**src/rtl/comp3_m2_if.sv**
```systemverilog
// Status/debug plane of comp3_m2: sample enable in, registered flags and
// per-result event counters out.
interface comp3_m2_if #(
    parameter int unsigned CNT_W = 16
);
    logic             cmp_en;
    logic             gt_q;
    logic             eq_q;
    logic             lt_q;
    logic [CNT_W-1:0] gt_cnt;
    logic [CNT_W-1:0] eq_cnt;
    logic [CNT_W-1:0] lt_cnt;

    // master: the controller/observer that drives the enable
    modport master (
        output cmp_en,
        input  gt_q, eq_q, lt_q,
        input  gt_cnt, eq_cnt, lt_cnt
    );

    // slave: the comparator that produces the status
    modport slave (
        input  cmp_en,
        output gt_q, eq_q, lt_q,
        output gt_cnt, eq_cnt, lt_cnt
    );
endinterface

```
**src/rtl/comp3_m2.sv**
```systemverilog
// Unsigned WIDTH-bit magnitude comparator (MSB-first cascade of per-bit cells)
// with one-hot combinational flags, registered flags and saturating counters.
module comp3_m2 #(
    parameter int unsigned WIDTH = 3,
    parameter int unsigned CNT_W = 16
) (
    input  logic [WIDTH-1:0] a,
    input  logic [WIDTH-1:0] b,
    output logic             gt,
    output logic             eq,
    output logic             lt,
    input  logic             clk,
    input  logic             rst_n,
    comp3_m2_if.slave        stat
);
    logic [WIDTH-1:0] p;
    logic [WIDTH-1:0] q;
    logic [WIDTH-1:0] r;

    assign p = a & ~b;
    assign q = a ~^ b;
    assign r = ~a & b;

    // Walk MSB to LSB; eq_run holds the AND of q over all bits above idx.
    always_comb begin
        logic eq_run;
        logic gt_acc;
        logic lt_acc;
        eq_run = 1'b1;
        gt_acc = 1'b0;
        lt_acc = 1'b0;
        for (int unsigned k = 0; k < WIDTH; k++) begin
            gt_acc = gt_acc | (p[WIDTH-1-k] & eq_run);
            lt_acc = lt_acc | (r[WIDTH-1-k] & eq_run);
            eq_run = eq_run & q[WIDTH-1-k];
        end
        gt = gt_acc;
        lt = lt_acc;
        eq = eq_run;
    end

    logic             gt_q_r;
    logic             eq_q_r;
    logic             lt_q_r;
    logic [CNT_W-1:0] gt_cnt_r;
    logic [CNT_W-1:0] eq_cnt_r;
    logic [CNT_W-1:0] lt_cnt_r;

    always_ff @(posedge clk or negedge rst_n) begin
        if (!rst_n) begin
            gt_q_r   <= 1'b0;
            eq_q_r   <= 1'b0;
            lt_q_r   <= 1'b0;
            gt_cnt_r <= '0;
            eq_cnt_r <= '0;
            lt_cnt_r <= '0;
        end else if (stat.cmp_en) begin
            gt_q_r <= gt;
            eq_q_r <= eq;
            lt_q_r <= lt;
            // counters stick at all-ones instead of wrapping
            if (gt && (gt_cnt_r != '1)) gt_cnt_r <= gt_cnt_r + CNT_W'(1);
            if (eq && (eq_cnt_r != '1)) eq_cnt_r <= eq_cnt_r + CNT_W'(1);
            if (lt && (lt_cnt_r != '1)) lt_cnt_r <= lt_cnt_r + CNT_W'(1);
        end
    end

    assign stat.gt_q   = gt_q_r;
    assign stat.eq_q   = eq_q_r;
    assign stat.lt_q   = lt_q_r;
    assign stat.gt_cnt = gt_cnt_r;
    assign stat.eq_cnt = eq_cnt_r;
    assign stat.lt_cnt = lt_cnt_r;
endmodule

```
**src/flat_wrapper.sv**
```systemverilog
// flat-port wrapper written by rule: the top's interface ports become plain ports
module comp3_m2_flat 
#(
    parameter int unsigned WIDTH = 3,
    parameter int unsigned CNT_W = 16
)
  (a, b, gt, eq, lt, clk, rst_n, stat_cmp_en, stat_gt_q, stat_eq_q, stat_lt_q, stat_gt_cnt, stat_eq_cnt, stat_lt_cnt);
  comp3_m2_if #(.CNT_W(CNT_W)) stat_i ();
  input  logic [WIDTH-1:0] a;
  input  logic [WIDTH-1:0] b;
  output logic gt;
  output logic eq;
  output logic lt;
  input  logic clk;
  input  logic rst_n;
  input wire logic [$bits(stat_i.cmp_en)-1:0] stat_cmp_en;
  output wire logic [$bits(stat_i.gt_q)-1:0] stat_gt_q;
  output wire logic [$bits(stat_i.eq_q)-1:0] stat_eq_q;
  output wire logic [$bits(stat_i.lt_q)-1:0] stat_lt_q;
  output wire logic [$bits(stat_i.gt_cnt)-1:0] stat_gt_cnt;
  output wire logic [$bits(stat_i.eq_cnt)-1:0] stat_eq_cnt;
  output wire logic [$bits(stat_i.lt_cnt)-1:0] stat_lt_cnt;
  assign stat_i.cmp_en = stat_cmp_en;
  assign stat_gt_q = stat_i.gt_q;
  assign stat_eq_q = stat_i.eq_q;
  assign stat_lt_q = stat_i.lt_q;
  assign stat_gt_cnt = stat_i.gt_cnt;
  assign stat_eq_cnt = stat_i.eq_cnt;
  assign stat_lt_cnt = stat_i.lt_cnt;
  comp3_m2 #(.WIDTH(WIDTH), .CNT_W(CNT_W)) u_core (.a(a), .b(b), .gt(gt), .eq(eq), .lt(lt), .clk(clk), .rst_n(rst_n), .stat(stat_i));
endmodule
```
**config.mk**
```make
export PLATFORM = sky130hd
export DESIGN_NAME = comp3_m2_flat
export DESIGN_NICKNAME = d
export VERILOG_FILES = /design/src/rtl/comp3_m2_if.sv /design/src/rtl/comp3_m2.sv /design/src/flat_wrapper.sv
export SDC_FILE = /design/constraint.sdc
export NUM_CORES = 1
export LEC_CHECK = 0
export ABC_AREA = 0
export CAP_MARGIN = 20
export CORE_AREA = 2 2 74 76
export DETAILED_ROUTE_END_ITERATION = 10
export DIE_AREA = 0 0 76 78
export HOLD_SLACK_MARGIN = 0.02
export PLACE_DENSITY = 0.93
export SYNTH_ARGS = -nofsm -noshare
export SYNTH_HDL_FRONTEND = slang
export SYNTH_SLANG_ARGS = --single-unit
```
**constraint.sdc**
```tcl
create_clock -name clk -period 3.5 [get_ports clk]
set_input_delay 0.525 -clock clk [delete_from_list [all_inputs] [get_ports clk]]
set_output_delay 0.525 -clock clk [all_outputs]
set_load 0.01 [all_outputs]
```
==> out/results.tsv <==
metric	value	unit
switchingPower	504	uW
rr_worst_depth	5	
peakVddDrop	382	uV
clockPowerShare	20.2	%
p_comb_share	28.4	%
drt_iter0_markers	133	
postRouteWirelength	5.89	mm
nets	326	
io_buffers	62	
vias	2165	
critical_path.endpoint_type	primary output	
final_cell_mix	clkdlybuf4s50_1 (61), dfrtp_1 (51), xor2_1 (32), nand2_1 (16), nand3_1 (14)	
critPathBufInv	3	
hold_class	in -> async	
crit_fanout	6	
chipHeight	78	um
syn_area	0.00266	mm2
yosysUniqueCellTypes	38	
grt_pass1_wl	10.0	mm
cts_setup_buffers	0	
syn-instance-count	239	
start_util	52.7	%
max_stage_delay	0.49	ns
grt_antenna_before_repair	0	
seqPwrFrac	51.5	%
hold_buffers	0	
post-route-period-util	80.5	%
rsz0062_at_grt	false	
worstMarginPinSlew	0.833	ns
fin_worst_skew	0.00629	ns
setup_viol	0	
timing_hold_violations_final	0	
crit_family	buffers and inverters	
cts_resized	0	
ys_warn_count	0	
path_class	in -> out	
ys_ff_latch	51	
final_common_cell	clkdlybuf4s50_1	
dp_hpwl	4.30	mm
p_int	1.08	mW
diodes	0	
drcViolationCount	0	
grt_start_max_net_pins	39	
tns	0	ns
ys_seq_area_share	48.0	%
cts_buffer_depth	2	
cts_root_buf	clkbuf_8	
critPathRequiredTime	2.97	ns
core-area	0.00504	mm2
cts_buffers	5	
area_growth	29.7	%
synth_area_leader_cell	dfrtp_1	
power.total	1.58	mW
fp-row-count	26	
clock-sinks	51	
grt_overflow_total	0	
slowest_stage	clkdlybuf4s50_1	
viasPerCell	5.71	
final_util	68.3	%
synth_top_area_share	48.0	%
clkTransAtPathRegs	0.08	ns
synth.avg_cell_area	11.1	um2
track_usage	20.6	%
die_area	0.00593	mm2
wl_per_cell	15.5	um
die_w	76	um
htree_levels	2	
dr.pass1.iters	4	
cap_violations	0	
swShare	31.9	%
grt_pass1_vias	2130	
critical_path.cell_chain	clkdlybuf4s50_1 -> inv_1 -> ha_1 -> a21oi_1 -> nand2_1 -> clkdlybuf4s50_1	
r2r-start	u_core.stat.gt_cnt[0]$_DFFE_PN0P_	
layout-drive-gt1-share	6.80	%
period_minus_slack	2.82	ns
arrival	2.29	ns
p_leak	1.62	nW
slew-limit-headroom	44.5	%
max_freq	355	MHz
regToRegSetupSlack	1.51	ns
crit_path_frequent_cell	clkdlybuf4s50_1	
drt.antenna.violating_nets	0	
cts_tree	built	
nFillCells	381	
critPathLaunchType	input port	
outcome	finished, final reports clean	
worstSkewPairLatency	0.30	ns
syn_nets	257	
powerDensity	458	mW/mm2
io_pins	63	
synthTopCellsByArea	dfrtp_1 (48%), xor2_1 (11%), ha_1 (4.2%), nand3_1 (2.6%), nand4_1 (2.4%)	
place_congestion	0.882	
r2r_end	u_core.stat.gt_cnt[1]$_DFFE_PN0P_	
finalMaxSlewViolations	0	
## flip-flops by register name, summed over array words and instances (netlist names)
| signal | flops |
|---|---|
| u_core.stat.eq_cnt | 16 |
| u_core.stat.eq_q | 1 |
| u_core.stat.gt_cnt | 16 |
| u_core.stat.gt_q | 1 |
| u_core.stat.lt_cnt | 16 |
| u_core.stat.lt_q | 1 |
## worst max path at each step
| stage | endpoint | slack (ns) | startpoint | depth (start not counted) |
|---|---|---|---|---|
| floorplan | u_core.stat.gt_cnt[14]$_DFFE_PN0P_ | 1.39 | a[2] | 6 |
| global placement | lt | 0.74 | a[1] | 6 |
| detailed placement | gt | 0.69 | a[2] | 6 |
| CTS | gt | 0.69 | a[2] | 6 |
| global route | gt | 0.57 | a[2] | 6 |
| finish | gt | 0.68 | a[2] | 6 |
## through the flow
step	hold WS, ns	cells	worst slack, ns	instance area [um2]
2_1_floorplan	0.229	239	1.39	2660
3_3_place_gp	0.495	371	0.742	3360
3_5_place_dp	0.493	371	0.690	3360
4_1_cts	0.356	379	0.694	3440
5_1_grt	0.388	379	0.569	3440
6_report	0.321	379	0.683	3440
## kinds of logic after synthesis
group,count (synthesis),synth area share [%]
xor+xnor,39,13.1
simple gates,100,23.8
compound gates,21,6.41
fa+ha+maj,9,4.24
mux,6,2.54
buf+inv,13,1.84
flops,51,48.0
## layer usage
metal | vias to the layer above | GRT usage (%) | part of all wire (%)
met5 | - | 0 | 0
met4 | 0 | 6.18 | 0.92
met3 | 6 | 4.88 | 6.6
met2 | 75 | 36.3 | 51
met1 | 1072 | 25.4 | 41
li1 | 1012 | - | -
## area by class of cell
class | instances | area, um2 | share of cell area, %
tap | 70 | 87.6 | 2.54
clock buffer | 7 | 76.3 | 2.22
multi-input combinational | 175 | 1330 | 38.6
inverter | 12 | 45.0 | 1.31
clock inverter | 1 | 5.00 | 0.145
sequential | 51 | 1280 | 37.1
timing repair buffer | 63 | 623 | 18.1
## power groups by stage
stage          Sequential [mW]  Clock, mW  Combinational [mW]
2_1_floorplan            0.839          0               0.158
3_3_place_gp             0.814          0               0.433
3_5_place_dp             0.820          0               0.451
4_1_cts                  0.811      0.328               0.454
5_1_grt                  0.831      0.353               0.489
6_report                 0.813      0.318               0.448
## synth_stat cells
| master | count |
|---|---|
| mux2_2 | 3 |
| a21oi_1 | 2 |
| and3_1 | 7 |
| nand4_2 | 3 |
| o21ai_0 | 2 |
| nand3_1 | 14 |
| nor3_1 | 10 |
| xnor2_1 | 6 |
| o21a_1 | 1 |
| clkbuf_1 | 1 |
| nor2b_1 | 1 |
| ha_1 | 9 |
| mux2_1 | 3 |
| a211o_1 | 2 |
| nor3b_1 | 5 |
| nand2b_1 | 1 |
| xnor2_2 | 1 |
| xor2_1 | 32 |
| and2_1 | 2 |
| nor2_1 | 7 |
| inv_1 | 12 |
| a2111oi_2 | 2 |
| o21bai_1 | 1 |
| nand4_1 | 10 |
| nor4_2 | 1 |
| a211oi_1 | 3 |
| nor4_4 | 1 |
| or4_4 | 1 |
| nor4b_1 | 7 |
| nor4b_4 | 1 |
| a21o_1 | 4 |
| dfrtp_1 | 51 |
| nor4_1 | 9 |
| and4_1 | 3 |
| o32a_1 | 2 |
| nand2_1 | 16 |
| or3_1 | 1 |
| o31ai_1 | 2 |
Note: power is estimated with default switching activity, not from simulation.
